[src/rtl/cpu_datapath_if.sv]
// Control/observation bundle between cpu_fsm (master) and cpu_datapath (slave).
// Carries switch data, transfer controls and all register/flag observations.
interface cpu_datapath_if #(
  parameter int unsigned WIDTH = 4
);
  logic [WIDTH-1:0] switch_in;
  logic [2:0]       bus_selector;
  logic [1:0]       alu_control;
  logic             r1_enable;
  logic             r2_enable;
  logic             rout_enable;
  logic [WIDTH-1:0] r1_out;
  logic [WIDTH-1:0] r2_out;
  logic [WIDTH-1:0] rout_out;
  logic [WIDTH-1:0] bus_out;
  logic             carry_flag;
  logic             zero_flag;
  logic             result_valid;
  logic [7:0]       op_count;

  modport master (
    output switch_in, bus_selector, alu_control, r1_enable, r2_enable, rout_enable,
    input  r1_out, r2_out, rout_out, bus_out, carry_flag, zero_flag, result_valid, op_count
  );

  modport slave (
    input  switch_in, bus_selector, alu_control, r1_enable, r2_enable, rout_enable,
    output r1_out, r2_out, rout_out, bus_out, carry_flag, zero_flag, result_valid, op_count
  );
endinterface

[src/rtl/cpu_datapath.sv]
// Register-transfer datapath: switch synchronizer, shared bus mux, R1/R2/Rout,
// four-function ALU on R1/R2 and registered status flags.
module cpu_datapath #(
  parameter int unsigned WIDTH       = 4,
  parameter int unsigned IMM_VALUE   = 3,
  parameter int unsigned SYNC_STAGES = 2
) (
  input logic           clk,
  input logic           reset_n,
  cpu_datapath_if.slave dp_io
);

  localparam logic [WIDTH-1:0] ImmVal = WIDTH'(IMM_VALUE);

  logic [SYNC_STAGES-1:0][WIDTH-1:0] sync_q, sync_d;
  logic [WIDTH-1:0] r1_q, r1_d, r2_q, r2_d, rout_q, rout_d;
  logic             carry_q, carry_d, zero_q, zero_d, valid_q, valid_d;
  logic [7:0]       op_count_q, op_count_d;

  logic [WIDTH-1:0] sw_sync;
  logic [WIDTH-1:0] bus;
  logic [WIDTH:0]   add_sum;
  logic [WIDTH-1:0] alu_res;
  logic             alu_carry;

  assign sw_sync = sync_q[SYNC_STAGES-1];

  always_comb begin
    sync_d[0] = dp_io.switch_in;
    for (int i = 1; i < SYNC_STAGES; i++) begin
      sync_d[i] = sync_q[i-1];
    end
  end

  always_comb begin
    bus = '0;
    case (dp_io.bus_selector)
      3'b000:  bus = sw_sync;
      3'b001:  bus = r1_q;
      3'b010:  bus = r2_q;
      3'b011:  bus = rout_q;
      3'b101:  bus = ImmVal;
      default: bus = '0;
    endcase
  end

  // Operands are always the registered R1/R2, so a same-edge R1/R2 load cannot leak in.
  assign add_sum = {1'b0, r1_q} + {1'b0, r2_q};

  always_comb begin
    alu_res   = '0;
    alu_carry = 1'b0;
    unique case (dp_io.alu_control)
      2'b00: begin
        alu_res   = add_sum[WIDTH-1:0];
        alu_carry = add_sum[WIDTH];
      end
      2'b01:   alu_res = r1_q | r2_q;
      2'b10:   alu_res = r1_q ^ r2_q;
      2'b11:   alu_res = ~r1_q;
      default: alu_res = '0;
    endcase
  end

  always_comb begin
    r1_d       = dp_io.r1_enable ? bus : r1_q;
    r2_d       = dp_io.r2_enable ? bus : r2_q;
    rout_d     = rout_q;
    carry_d    = carry_q;
    zero_d     = zero_q;
    op_count_d = op_count_q;
    valid_d    = dp_io.rout_enable;
    if (dp_io.rout_enable) begin
      rout_d  = alu_res;
      carry_d = alu_carry;
      zero_d  = (alu_res == '0);
      if (op_count_q != 8'hFF) begin
        op_count_d = op_count_q + 8'd1;
      end
    end
  end

  always_ff @(posedge clk or negedge reset_n) begin
    if (!reset_n) begin
      sync_q     <= '0;
      r1_q       <= '0;
      r2_q       <= '0;
      rout_q     <= '0;
      carry_q    <= 1'b0;
      zero_q     <= 1'b0;
      valid_q    <= 1'b0;
      op_count_q <= 8'd0;
    end else begin
      sync_q     <= sync_d;
      r1_q       <= r1_d;
      r2_q       <= r2_d;
      rout_q     <= rout_d;
      carry_q    <= carry_d;
      zero_q     <= zero_d;
      valid_q    <= valid_d;
      op_count_q <= op_count_d;
    end
  end

  assign dp_io.r1_out       = r1_q;
  assign dp_io.r2_out       = r2_q;
  assign dp_io.rout_out     = rout_q;
  assign dp_io.bus_out      = bus;
  assign dp_io.carry_flag   = carry_q;
  assign dp_io.zero_flag    = zero_q;
  assign dp_io.result_valid = valid_q;
  assign dp_io.op_count     = op_count_q;

endmodule
[src/flat_wrapper.sv]
// flat-port wrapper written by rule: the top's interface ports become plain ports
module cpu_datapath_flat 
#(
  parameter int unsigned WIDTH       = 4,
  parameter int unsigned IMM_VALUE   = 3,
  parameter int unsigned SYNC_STAGES = 2
)
  (clk, reset_n, dp_io_switch_in, dp_io_bus_selector, dp_io_alu_control, dp_io_r1_enable, dp_io_r2_enable, dp_io_rout_enable, dp_io_r1_out, dp_io_r2_out, dp_io_rout_out, dp_io_bus_out, dp_io_carry_flag, dp_io_zero_flag, dp_io_result_valid, dp_io_op_count);
  cpu_datapath_if #(.WIDTH(WIDTH)) dp_io_i ();
  input logic clk;
  input logic reset_n;
  input wire logic [$bits(dp_io_i.switch_in)-1:0] dp_io_switch_in;
  input wire logic [$bits(dp_io_i.bus_selector)-1:0] dp_io_bus_selector;
  input wire logic [$bits(dp_io_i.alu_control)-1:0] dp_io_alu_control;
  input wire logic [$bits(dp_io_i.r1_enable)-1:0] dp_io_r1_enable;
  input wire logic [$bits(dp_io_i.r2_enable)-1:0] dp_io_r2_enable;
  input wire logic [$bits(dp_io_i.rout_enable)-1:0] dp_io_rout_enable;
  output wire logic [$bits(dp_io_i.r1_out)-1:0] dp_io_r1_out;
  output wire logic [$bits(dp_io_i.r2_out)-1:0] dp_io_r2_out;
  output wire logic [$bits(dp_io_i.rout_out)-1:0] dp_io_rout_out;
  output wire logic [$bits(dp_io_i.bus_out)-1:0] dp_io_bus_out;
  output wire logic [$bits(dp_io_i.carry_flag)-1:0] dp_io_carry_flag;
  output wire logic [$bits(dp_io_i.zero_flag)-1:0] dp_io_zero_flag;
  output wire logic [$bits(dp_io_i.result_valid)-1:0] dp_io_result_valid;
  output wire logic [$bits(dp_io_i.op_count)-1:0] dp_io_op_count;
  assign dp_io_i.switch_in = dp_io_switch_in;
  assign dp_io_i.bus_selector = dp_io_bus_selector;
  assign dp_io_i.alu_control = dp_io_alu_control;
  assign dp_io_i.r1_enable = dp_io_r1_enable;
  assign dp_io_i.r2_enable = dp_io_r2_enable;
  assign dp_io_i.rout_enable = dp_io_rout_enable;
  assign dp_io_r1_out = dp_io_i.r1_out;
  assign dp_io_r2_out = dp_io_i.r2_out;
  assign dp_io_rout_out = dp_io_i.rout_out;
  assign dp_io_bus_out = dp_io_i.bus_out;
  assign dp_io_carry_flag = dp_io_i.carry_flag;
  assign dp_io_zero_flag = dp_io_i.zero_flag;
  assign dp_io_result_valid = dp_io_i.result_valid;
  assign dp_io_op_count = dp_io_i.op_count;
  cpu_datapath #(.WIDTH(WIDTH), .IMM_VALUE(IMM_VALUE), .SYNC_STAGES(SYNC_STAGES)) u_core (.clk(clk), .reset_n(reset_n), .dp_io(dp_io_i));
endmodule
[config.mk]
export PLATFORM = sky130hd
export DESIGN_NAME = cpu_datapath_flat
export DESIGN_NICKNAME = d
export VERILOG_FILES = /design/src/rtl/cpu_datapath_if.sv /design/src/rtl/cpu_datapath.sv /design/src/flat_wrapper.sv
export SDC_FILE = /design/constraint.sdc
export NUM_CORES = 1
export LEC_CHECK = 0
export CORE_MARGIN = 1
export CORE_UTILIZATION = 30
export CTS_CLUSTER_SIZE = 10
export DETAILED_ROUTE_END_ITERATION = 10
export MAX_ROUTING_LAYER = met4
export PLACE_DENSITY_LB_ADDON = 0.2
export SLEW_MARGIN = 10
export SYNTH_ARGS = -nofsm -noshare
export SYNTH_HDL_FRONTEND = slang
export SYNTH_SLANG_ARGS = --single-unit
[constraint.sdc]
create_clock -name clk -period 6.1 [get_ports clk]
set_clock_uncertainty 0.2 [all_clocks]
set_input_delay 0.61 -clock clk [delete_from_list [all_inputs] [get_ports clk]]
set_output_delay 0.61 -clock clk [all_outputs]
set_load 0.02 [all_outputs]
# Word level (Yosys, flattened, before mapping)
# Cells that the tools add are included.
dict set report word_totals {
  inputBits 14
  output_inout_bits 27
  latchBits 0
  ff_bits 31
  ram_bits 0
  rom_bits 0
  memories 0
}
dict set report op_classes {
  n_lt_le_gt_ge 0
  shifts 0
  multipliers 0
  n_div 0
  n_reduce_logical 4
  add_sub_neg 2
  n_eq_ne 8
  mux 3
  bitwise_logic 3
}
# operator n
set ops {}
lappend ops {{$pmux W4 S5} 1}
lappend ops {{$pmux W4 S4} 1}
lappend ops {{$add A8 B1 Y8 const B} 1}
lappend ops {{$ne A8 B8 Y1 const B} 1}
lappend ops {{$eq A3 B2 Y1 const B} 2}
lappend ops {{$add A4 B4 Y5} 1}
lappend ops {{$eq A2 B2 Y1 const B} 2}
lappend ops {{$logic_not A4 Y1} 1}
lappend ops {{$not A4 Y4} 1}
lappend ops {{$or A4 B4 Y4} 1}
lappend ops {{$xor A4 B4 Y4} 1}
lappend ops {{$eq A3 B1 Y1 const B} 1}
lappend ops {{$eq A3 B3 Y1 const B} 1}
lappend ops {{$logic_not A3 Y1} 1}
lappend ops {{$eq A2 B1 Y1 const B} 1}
lappend ops {{$logic_not A2 Y1} 1}
lappend ops {{$reduce_and A2 Y1} 1}
lappend ops {{$mux W1} 1}

# Logic depth before layout (Yosys ltp)
# Gate-level depths: netlist of run 1.
dict set report logic_depth {
  word_depth 3
  ltp_mapped 7
  ltp_nobuf 7
}

# Least setup slack after synthesis of run 1
# Ideal clock, no wire load.
dict set report synth_path {
  path_type {flip-flop to flip-flop}
  startpoint {register u_core.r1_q[0], in the netlist u_core.dp_io.r1_out[0]}
  endpoint {register u_core.zero_q, in the netlist u_core.dp_io.zero_flag}
  path_slack_ps 3768
  stages_incl_launch_ff 7
  period_less_slack_ps 2332
  arrival_ps 2010
  path_cell_list {dfrtp_1 -> ha_1 -> inv_1 -> fa_1 -> mux4_2 -> nor3b_1 -> a32o_1}
}
dict set report synth_via {
  elab_chain_len 3
  word_cells_on_any_way 6
  classes_between {add/sub: 1; mux: 1; bitwise: 3; reduce/logical: 1}
}
# item line
set synth_rtl {}
lappend synth_rtl {{start, declared} cpu_datapath.sv:16} ;# logic [WIDTH-1:0] r1_q, r1_d, r2_q, r2_d, rout_q, rout_d;
lappend synth_rtl {{start signal, assigned} cpu_datapath.sv:95} ;# r1_q <= r1_d;
lappend synth_rtl {{$add A4 B4 Y5 (tied with other cells)} cpu_datapath.sv:48} ;# assign add_sum = {1'b0, r1_q} + {1'b0, r2_q};
lappend synth_rtl {{$pmux W4 S4 (*)} cpu_datapath.sv:53} ;# unique case (dp_io.alu_control)
lappend synth_rtl {{$logic_not A4 Y1 (*)} cpu_datapath.sv:76} ;# zero_d = (alu_res == '0);
lappend synth_rtl {{end signal, assigned} cpu_datapath.sv:99} ;# zero_q <= zero_d;
lappend synth_rtl {{end, declared} cpu_datapath.sv:17} ;# logic carry_q, carry_d, zero_q, zero_d, valid_q, valid_d;
# Every way passes the cells marked *; elsewhere a longest branch is shown, timed or not.
# A chain may end at the register's enable or synchronous reset.

# Worst setup path after layout of run 1
dict set report layout_path {
  startpoint {input port dp_io_bus_selector[1]}
  endpoint {output port dp_io_bus_out[0]}
}
dict set report layout_via {
  elab_chain_len 2
  word_cells_on_any_way 6
  classes_between {eq/ne: 4; mux: 1; reduce/logical: 1}
}
# item line
set layout_rtl {}
lappend layout_rtl {{start, declared} flat_wrapper.sv:13} ;# input wire logic [$bits(dp_io_i.bus_selector)-1:0] dp_io_bus_selector;
lappend layout_rtl {{$eq A3 B3 Y1 (tied with other cells)} cpu_datapath.sv:37} ;# case (dp_io.bus_selector)
lappend layout_rtl {{$pmux W4 S5 (*)} cpu_datapath.sv:37}
lappend layout_rtl {{end, declared} flat_wrapper.sv:21} ;# output wire logic [$bits(dp_io_i.bus_out)-1:0] dp_io_bus_out;
# Marks and branches as above.

==> results.md, run 1 <==
- Run status: finished, final reports clean
- Post-synth top area cell: sky130_fd_sc_hd__dfrtp_1
- Number of antenna violations at the first check in global routing: 0
- DP Area: 2040 sq um
- Maximum number of pins on one net before global-route repair: 32
- Number of port buffers: 40
- Vias per Instance: 4.70
- Sequential fraction of the synthesis area: 49.2%
- Number of setup buffers added after CTS: 0
- Kind of cell with the highest combined delay on the critical path: buffers and inverters
- Crit-path most repeated cell: sky130_fd_sc_hd__clkdlybuf4s50_1
- Overall overflow remaining after global route: 0
- Via count of the first global-routing pass: between 1000 and 1500
- Hold Crit Class: reg2reg
- Gp weighted congestion: 0.827
- GRT Resource Usage Total: 14.8%
- Maximum vdd ir drop: 187 uV
- Hold wc startpoint: u_core.sync_d[7]
- Final cell area excluding filler cells: 2140 sq um
- Critical path class: in2out
- Leakage power figure: 0.925 nW
- Die X-Extent: ~74 microns
- Setup repair after global routing missed its margin: no
- Worst-case register-to-register setup slack: 3.71 ns
- First-pass GRT wire length: 5.73 mm
- Required arrival time at the worst endpoint: 5.29 ns
- Clock latency at the later pin of the worst-skew pair: 0.28 ns
- Share of flip-flops with an asynchronous set or reset after synthesis: 100%
- Pins over their slew limit: 0
- Post-Synthesis Cell Area: roughly 1600 sq um
- Launch point of the worst reg-to-reg path: u_core.dp_io.r1_out[0]
- Power per cell area: 339 nW/um^2
- Post-CTS clock slew at the launch and capture registers of the worst setup and hold paths: ~0.07 ns
- Instance count along the most critical hold path: 0
- Hold slack final: between 0.1 and 0.15 ns
- Nets in the synthesized netlist: 169
- Sum Neg Setup Slack: 0 ns
- Number of standard-cell rows in the floorplan: 26
- Antenna diode instance count: 0
- Warnings from Yosys: 0
- CTS resizes: 0
- Sum of internal, switching and leakage power: 0.000727 W
- Y dimension of the die: 74.5 microns
- Number of top-level pins: 41
- Final period demand of the worst path: 3.41 ns
- Number of buffers inserted by hold repair at cts: 0
- Die ar.: 5550 sq um
- Signed area change from the synthesized netlist to the final layout: 35.9%
- Number of design-rule violations left by the first detailed-router iteration: 53
- Hold Path Sink: u_core.sw_sync[3]
- Wire length after detailed routing: 3.56 mm
- Number of sinks driven by the clock tree: 31
- Half-perimeter wire length after detailed placement: 2.71 mm
- Core Box Area: ~5100 sq um
- Wire length per cell after detailed routing: 13.7 microns
- Longest Clk Path Bufs: 2
- Antenna Violating Nets Remaining: 0
- Timing-limited maximum frequency: 293 MHz
- Most area-consuming cells after synthesis: sky130_fd_sc_hd__dfrtp_1 (49%), sky130_fd_sc_hd__ha_1 (7.1%), sky130_fd_sc_hd__mux2_2 (4.3%), sky130_fd_sc_hd__mux4_2 (4.3%), sky130_fd_sc_hd__nand2_1 (3.6%)
- Level count of the clock H-tree: 2
- Layout net count: 212
- Count of max-cap constraint violations: 0
- Clock tree from TritonCTS: built
- Largest stage delay on the critical path: 0.68 ns
- Fraction of final layout cells with drive strength greater than 1: between 10% and 20%
- Root Buffer: sky130_fd_sc_hd__clkbuf_8
- Slew HR: a little under three quarters
- Top cell type's share of synthesized area: 49.2%
- Standard cell with the maximum stage delay on the critical path: sky130_fd_sc_hd__clkdlybuf4s50_1
- Clock buffers created by TritonCTS: 5
- Number of vias after detailed routing: 1217
- Depth of the worst register-to-register path: 6
- Most common cell in the synthesized netlist: sky130_fd_sc_hd__dfrtp_1
- Library cells used by synthesis: 37
- Number of synthesized flops with an enable pin: 0
- Synthesized area per cell: 10.9 sq um
- Post-synthesis register bit count: 31
- Worst Tran Pin Value: 0.420 ns
- Chain of cells forming the critical path: clkdlybuf4s50_1, mux2_2, a22oi_1, inv_1, clkdlybuf4s50_1
- Post-synthesis cell count: 145
- Fin crit share: 56.0%
- Capture point of the worst reg-to-reg path: u_core.dp_io.zero_flag
- Fin. Hold Viols: 0
- Post-detailed-route DRC marker count: 0
- WP buf/inv: 3
- Total iterations of the first detailed-routing run: 4
- Final setup violation count: 0
- Biggest fanout along the worst timing path: 8
- Starting density of the core: 31.1%
- Kind of start point of the critical path: input port
- Synth Flop Type: sky130_fd_sc_hd__dfrtp_1
- Data arrival time of the critical path: 2.60 ns
- Ranking of synthesized cells by instance count: sky130_fd_sc_hd__dfrtp_1 (31), sky130_fd_sc_hd__nand2_1 (15), sky130_fd_sc_hd__inv_1 (14)
- Element type at the critical path end: output port
==> routing by layer <==
metal	vias up	global-route usage, %	share of wire, %
li1	578	-	-
met1	606	16.2	42
met2	29	25.2	53
met3	4	3.79	4.3
met4	0	6.50	0.98
met5	-	-	0
==> worst max-delay path by stage <==
stage / end / start / cells after the start / slack [ns]
after floorplan: u_core.dp_io.zero_flag / u_core.dp_io.r1_out[0] / 6 / 3.77
after CTS: dp_io_bus_out[0] / dp_io_bus_selector[1] / 5 / 2.68
after detailed placement: dp_io_bus_out[0] / dp_io_bus_selector[1] / 5 / 2.68
final: dp_io_bus_out[0] / dp_io_bus_selector[1] / 5 / 2.69
after global routing: dp_io_bus_out[0] / dp_io_bus_selector[1] / 5 / 2.56
after global placement: dp_io_bus_out[3] / dp_io_bus_selector[1] / 4 / 2.76
==> through the flow <==
step	util (%)	setup WS (ns)	std cells
final	42.2	2.69	259
after global routing	42.2	2.56	259
after CTS	42.2	2.68	259
after detailed placement	40.2	2.68	251
after global placement	40.2	2.76	251
after floorplan	-	3.77	145
==> flip-flops by register name, summed over array words and instances (netlist names) <==
signal / cells
u_core.sync_d: 4
u_core.dp_io.op_count: 8
u_core.dp_io.zero_flag: 1
u_core.dp_io.carry_flag: 1
u_core.dp_io.r1_out: 4
u_core.sw_sync: 4
u_core.dp_io.result_valid: 1
u_core.dp_io.rout_out: 4
u_core.dp_io.r2_out: 4
==> logic make-up (layout without fill, tap and decap cells) <==
group           count (synthesis)  in the layout  synth area share [%]
xor+xnor                        7              7                  3.89
buf+inv                        19             63                  5.24
simple gates                   39             39                  11.4
flops                          31             31                  49.2
compound gates                 30             30                  13.3
mux                             9              9                  8.57
fa+ha+maj                      10             10                  8.41
==> where the power goes <==
| group | internal (W) | switching, W |
|---|---|---|
| Sequential | 0.000244 | 0.0000453 |
| Clock | 0.000103 | 0.0000727 |
| Combinational | 0.000133 | 0.000129 |
==> worst register-to-register path: stages (launching register included) <==
cell                      delay, ns
sky130_fd_sc_hd__dfrtp_1       0.44
sky130_fd_sc_hd__ha_1          0.23
sky130_fd_sc_hd__inv_1         0.07
sky130_fd_sc_hd__fa_1          0.41
sky130_fd_sc_hd__mux4_2        0.50
sky130_fd_sc_hd__nor3b_1       0.16
sky130_fd_sc_hd__a32o_1        0.26
==> placed cells by master (no fill, tap or decap), types with 3 or more instances in the layout <==
cell type                         instances
sky130_fd_sc_hd__dfrtp_1                 31
sky130_fd_sc_hd__clkbuf_8                 7
sky130_fd_sc_hd__clkdlybuf4s50_1         40
sky130_fd_sc_hd__inv_1                   14
sky130_fd_sc_hd__mux2_2                   6
sky130_fd_sc_hd__a21oi_1                 11
sky130_fd_sc_hd__nand2_1                 15
sky130_fd_sc_hd__mux4_2                   3
sky130_fd_sc_hd__nor3_1                   3
sky130_fd_sc_hd__o21ai_0                  6
sky130_fd_sc_hd__nor2_1                  10
sky130_fd_sc_hd__xnor2_1                  6
sky130_fd_sc_hd__ha_1                     9
==> area by class of cell <==
cell class	instances	area [sq um]
inverters	14	52.6
well taps	70	87.6
clock buffers	8	100
multi-input cells	95	718
repair buffers	41	408
flip-flops and latches	31	776
fillers	508	2930
Note: power is estimated with default switching activity, not from simulation.
==> inputs of run 2 (changes only) <==
- clock period: 6.1 -> 3 ns (I/O delays scaled with it)
==> run 2 against run 1 <==
Routed wire length up 0.39%. Clock power is 110% higher. Utilization rose by 0.30 points. First-iteration DRC count up 70%. Register-to-register slack worse by 3.1 ns. Highest routed layer unchanged. Cell count up 0.77%. Sequential cell count did not move. Via count increased by 1.3%. Largest cell class unchanged.
==> results.md, run 2 (synthesis gave the netlist of run 1 again) <==
- Run status: finished, final reports clean
- WP buf/inv: 3
- Final setup violation count: 0
- Clock latency at the later pin of the worst-skew pair: 0.28 ns
- Core Box Area: roughly 5000 sq um
- Count of max-cap constraint violations: 0
- Number of buffers inserted by hold repair at cts: 0
- Vias per Instance: 4.72
- Portion of total power attributed to sequential cells: 39.2%
- CTS resizes: 0
- Fin. Hold Viols: 0
- Slew HR: 72.2%
- Overall overflow remaining after global route: 0
- Starting density of the core: 31.1%
- Number of sinks driven by the clock tree: 31
- Post-detailed-route DRC marker count: 0
- Required arrival time at the worst endpoint: roughly 2.5 ns
- Root Buffer: sky130_fd_sc_hd__clkbuf_8
- Clock buffers created by TritonCTS: 5
- Comb pwr share: 36.3%
- Critical path class: in2out
- Maximum vdd ir drop: between 400 and 500 uV
- Biggest fanout along the worst timing path: 8
- Wire length after detailed routing: 3.57 mm
- Power share of the clock group: 24.5%
- Clock tree from TritonCTS: built
- Y dimension of the die: 74.5 microns
- Number of standard-cell rows in the floorplan: 26
- Die ar.: approximately 5500 sq um
- Data arrival time of the critical path: between 2 and 2.5 ns
- Element type at the critical path end: output port
- Longest Clk Path Bufs: 2
- Setup repair after global routing missed its margin: no
- Fraction of final layout cells with drive strength greater than 1: 11.0%
- Total iterations of the first detailed-routing run: 4
- Worst setup slack before clock tree synthesis: 0.246 ns
- Maximum number of pins on one net before global-route repair: 32
- Number of setup buffers added after CTS: 0
- Net switching fraction of the power: about 34%
- Number of antenna violations at the first check in global routing: 0
- Power per cell area: 689 nW/um^2
- Fill count: 508
- First-pass GRT wire length: 5.87 mm
- Commonest non-fill, non-tap cell in the layout: sky130_fd_sc_hd__clkdlybuf4s50_1
- Chain of cells forming the critical path: clkdlybuf4s50_1, mux2_2, a22oi_1, inv_1, clkdlybuf4s50_1
- Gp weighted congestion: between 0.8 and 0.9
- Antenna Violating Nets Remaining: 0
- Post-CTS clock slew at the launch and capture registers of the worst setup and hold paths: 0.07 ns
- Max reg flops: 8
- Internal power contribution: ~0.001 W
- Largest stage delay on the critical path: about 0.7 ns
- Via count of the first global-routing pass: around 1200
- Timing-limited maximum frequency: 359 MHz
- Kind of start point of the critical path: input port
- Wire length per cell after detailed routing: roughly 14 microns
- Pins over their slew limit: 0
- GRT Resource Usage Total: 15.1%
- Number of design-rule violations left by the first detailed-router iteration: 90
- Number of top-level pins: between 40 and 50
- Final period demand of the worst path: 2.78 ns
- Sum Neg Setup Slack: 0 ns
- Crit-path most repeated cell: sky130_fd_sc_hd__clkdlybuf4s50_1
- Total net switching power: 0.000509 W
- Fin crit share: 92.8%
- Final worst setup slack: 0.217 ns
- Level count of the clock H-tree: 2
- Number of vias after detailed routing: 1233
- Half-perimeter wire length after detailed placement: 2.65 mm
- Die X-Extent: 74.5 microns
- Number of port buffers: 40
- Worst-case register-to-register setup slack: 0.60 ns
- Signed area change from the synthesized netlist to the final layout: 36.8%
- Standard cell with the maximum stage delay on the critical path: sky130_fd_sc_hd__clkdlybuf4s50_1
- Kind of cell with the highest combined delay on the critical path: buffers and inverters
- Leakage power figure: 0.935 nW
- Antenna diode instance count: 0
- Highest-count cells in the layout ignoring fill and taps: sky130_fd_sc_hd__clkdlybuf4s50_1 (40), sky130_fd_sc_hd__dfrtp_1 (31), sky130_fd_sc_hd__nand2_1 (15), sky130_fd_sc_hd__inv_1 (14), sky130_fd_sc_hd__a21oi_1 (11)
- Layout net count: around 210
- Worst Tran Pin Value: approximately 0.42 ns
- Hold Crit Class: reg2reg
-- run 2: worst register-to-register path, delay by kind of cell, from the launching register on --
kind / cells / cell delay, ns
flip-flops: 1 / 0.44
AND/OR/NAND/NOR: 1 / 0.16
adder cells (fa/ha/maj): 2 / 0.65
buffers and inverters: 1 / 0.07
AO/OA/AOI/OAI: 1 / 0.26
multiplexers: 1 / 0.51
-- run 2: final cells by class --
type,count,area [sq um],area share (%)
flip-flops and latches,31,776,36.0
multi-input cells,95,718,33.3
repair buffers,43,423,19.6
clock buffers,8,100,4.64
well taps,70,87.6,4.06
inverters,14,52.6,2.44
-- run 2: metal layers --
metal	share of wire [%]	up-vias	track usage, %
met2	51	45	23.9
met1	42	597	17.9
met4	1.6	0	6.50
met3	5.5	6	4.07
met5	0	-	-
li1	-	585	-
-- run 2: through the flow --
stage	cell area, sq um	utilization, %	power (W)	instances	hold WS, ns
finish	2160	42.5	0.00149	261	0.143
global placement	2060	40.5	0.00112	253	0.134
floorplan	1580	-	0.000886	145	-0.196
global route	2160	42.5	0.00158	261	0.161
CTS	2160	42.5	0.00151	261	0.151
detailed placement	2060	40.5	0.00113	253	0.136
-- run 2: final timing paths --
check                                              end                   start  cells after the start
worst max-delay path                  dp_io_bus_out[0]   dp_io_bus_selector[1]                      5
worst min-delay path                 u_core.sw_sync[0]        u_core.sync_d[4]                      0
worst max register to register  u_core.dp_io.zero_flag  u_core.dp_io.r2_out[0]                      6
worst min register to register       u_core.sw_sync[0]        u_core.sync_d[4]                      0
max in group asynchronous             u_core.sync_d[4]                 reset_n                      2
min in group asynchronous            u_core.sw_sync[2]                 reset_n                      2
-- run 2: power by group through the flow --
| stage | logic, W | clock network, W | registers (W) |
|---|---|---|---|
| 2_1_floorplan | 0.000223 | 0 | 0.000663 |
| 3_3_place_gp | 0.000528 | 0 | 0.000588 |
| 3_5_place_dp | 0.000542 | 0 | 0.000591 |
| 4_1_cts | 0.000544 | 0.000376 | 0.000586 |
| 5_1_grt | 0.000587 | 0.000389 | 0.000600 |
| 6_report | 0.000539 | 0.000364 | 0.000584 |
==> inputs of run 3 (changes only) <==
- CORE_UTILIZATION: 30 -> 43
==> run 3 against run 2 <==
Setup slack better by 0.13 ns. Critical path depth did not move. Fmax up 4.9%. Critical endpoint is now dp_io_bus_out[1].
==> results.md, run 3 (synthesis gave the netlist of run 1 again) <==
- Data arrival time of the critical path: 2.15 ns
- Root Buffer: sky130_fd_sc_hd__clkbuf_4
- Signed area change from the synthesized netlist to the final layout: 32.9%
- Total iterations of the first detailed-routing run: 4
- Vias per Instance: slightly above 5
- Highest-count cells in the layout ignoring fill and taps: sky130_fd_sc_hd__clkdlybuf4s50_1 (40), sky130_fd_sc_hd__dfrtp_1 (31), sky130_fd_sc_hd__nand2_1 (15), sky130_fd_sc_hd__inv_1 (14), sky130_fd_sc_hd__a21oi_1 (11)
- Fill count: approximately 290
- Critical path class: in2out
- Largest stage delay on the critical path: 0.58 ns
- Number of port buffers: 40
- Capturing element of the worst setup path: dp_io_bus_out[1]
- Number of vias after detailed routing: 1214
- Sum Neg Setup Slack: 0 ns
- Kind of start point of the critical path: input port
- First-pass GRT wire length: 5.87 mm
- Standard cell with the maximum stage delay on the critical path: sky130_fd_sc_hd__clkdlybuf4s50_1
- Y dimension of the die: 62.6 microns
- Capture point of the worst reg-to-reg path: u_core.dp_io.zero_flag
- Wire length after detailed routing: 3.40 mm
- Clock buffers created by TritonCTS: 5
- Maximum vdd ir drop: 498 uV
- Commonest non-fill, non-tap cell in the layout: sky130_fd_sc_hd__clkdlybuf4s50_1
- Longest Clk Path Bufs: 2
- Final period demand of the worst path: between 2 and 3 ns
- Setup repair after global routing missed its margin: no
- Die X-Extent: 62.6 microns
- Number of antenna violations at the first check in global routing: 0
- Count of max-cap constraint violations: 0
- Worst Tran Pin Value: 0.416 ns
- Number of top-level pins: 41
- Number of sinks driven by the clock tree: 31
- Overall overflow remaining after global route: 0
- Max reg flops: 8
- Number of setup buffers added after CTS: 0
- Total net switching power: roughly 0.00049 W
- Core Box Area: 3420 sq um
- Final setup violation count: 0
- Number of design-rule violations left by the first detailed-router iteration: 108
- Crit-path most repeated cell: sky130_fd_sc_hd__clkdlybuf4s50_1
- Internal power contribution: 0.000905 W
- Maximum number of pins on one net before global-route repair: 32
- Biggest fanout along the worst timing path: 4
- Hold Crit Class: reg2reg
- Die ar.: slightly below 4000 sq um
- Storage element area: 776 sq um
- GRT Resource Usage Total: 20.2%
- Fin. Hold Viols: 0
- Post-CTS clock slew at the launch and capture registers of the worst setup and hold paths: ~0.1 ns
- Post-detailed-route DRC marker count: 0
- Number of buffers inserted by hold repair at cts: 0
- Layout net count: 214
- Final cell area excluding filler cells: 2100 sq um
- Chain of cells forming the critical path: clkdlybuf4s50_1, mux2_2, a22oi_1, inv_1, clkdlybuf4s50_1
- Final Core Density: 61.4%
- Comb pwr share: 38.5%
- CTS resizes: 0
- Critical path startpoint: dp_io_bus_selector[1]
- Wire length per cell after detailed routing: 14.4 microns
- Run status: finished, final reports clean
- Antenna Violating Nets Remaining: 0
- Half-perimeter wire length after detailed placement: approximately 2.5 mm
- DP Area: ~2000 sq um
- Worst-case register-to-register setup slack: 0.61 ns
- Antenna diode instance count: 0
- Clock latency at the later pin of the worst-skew pair: about 0.33 ns
- Slew HR: 72.2%
- Fraction of final layout cells with drive strength greater than 1: 11.0%
- Power per cell area: 667 nW/um^2
- Level count of the clock H-tree: 2
- Clock tree from TritonCTS: built
- Portion of total power attributed to sequential cells: a little over two fifths
- Element type at the critical path end: output port
- Timing-limited maximum frequency: around 380 MHz
- Number of standard-cell rows in the floorplan: 21
- Depth of the worst register-to-register path: 6
- Power share of the clock group: 19.7%
- Pins over their slew limit: 0
- Starting density of the core: between 40% and 50%
- Area of the multi-input gates: about 700 sq um
- Required arrival time at the worst endpoint: 2.50 ns
- Launch point of the worst reg-to-reg path: u_core.dp_io.r2_out[0]
- Gp weighted congestion: 0.834
- Via count of the first global-routing pass: 1272
- Net switching fraction of the power: 35.2%
- Leakage power figure: 0.922 nW
- Sum of internal, switching and leakage power: 0.00140 W
- Fin crit share: 88.5%
## run 3: cell types whose count changed in the layout (fill, tap and decap cells not counted)
cell,previous run,this run
sky130_fd_sc_hd__clkbuf_4,0,5
sky130_fd_sc_hd__clkbuf_8,7,2
## run 3: power by group through the flow
stage	combinational, W	clock, W	sequential [W]
after detailed placement	0.000540	0	0.000592
after floorplan	0.000223	0	0.000663
after global routing	0.000587	0.000305	0.000598
final	0.000538	0.000275	0.000584
after global placement	0.000525	0	0.000585
after CTS	0.000544	0.000283	0.000585
## run 3: critical path, delay by kind of cell
family,cells,cell delay [ns]
buf+inv,3,1.20
mux,1,0.37
compound gates,1,0.28
## run 3: how the worst min path moves through the flow
stage                           from                      end  slack (ns)  cells after the start
detailed placement  u_core.sync_d[5]        u_core.sw_sync[1]        0.13                      0
floorplan                    reset_n  u_core.dp_io.carry_flag       -0.20                      0
CTS                 u_core.sync_d[7]        u_core.sw_sync[3]        0.15                      0
finish              u_core.sync_d[7]        u_core.sw_sync[3]        0.14                      0
global placement    u_core.sync_d[4]        u_core.sw_sync[0]        0.13                      0
global route        u_core.sync_d[7]        u_core.sw_sync[3]        0.15                      0
## run 3: metrics by stage
stage	setup WS (ns)	hold slack [ns]	cells
floorplan	0.668	-0.196	145
global placement	0.375	0.134	229
detailed placement	0.352	0.135	229
CTS	0.351	0.149	237
global route	0.185	0.147	237
finish	0.346	0.139	237
## run 3: routing by layer
layer  wire length (microns)  track usage [%]  share of wire [%]  up-vias
li1                        -                -                  -      584
met1                    1410             22.6                 42      592
met2                    1800             33.6                 53       29
met3                     118             6.02                3.5        9
met4                      67             8.43                2.0        0
met5                       0                -                  0        -
## run 3: layout make-up
class,count,share of cell area [%]
Tap cell,46,2.75
Sequential cell,31,37.0
Multi-Input combinational cell,95,34.3
Timing Repair Buffer,43,20.2
Inverter,14,2.51
Clock buffer,8,3.28
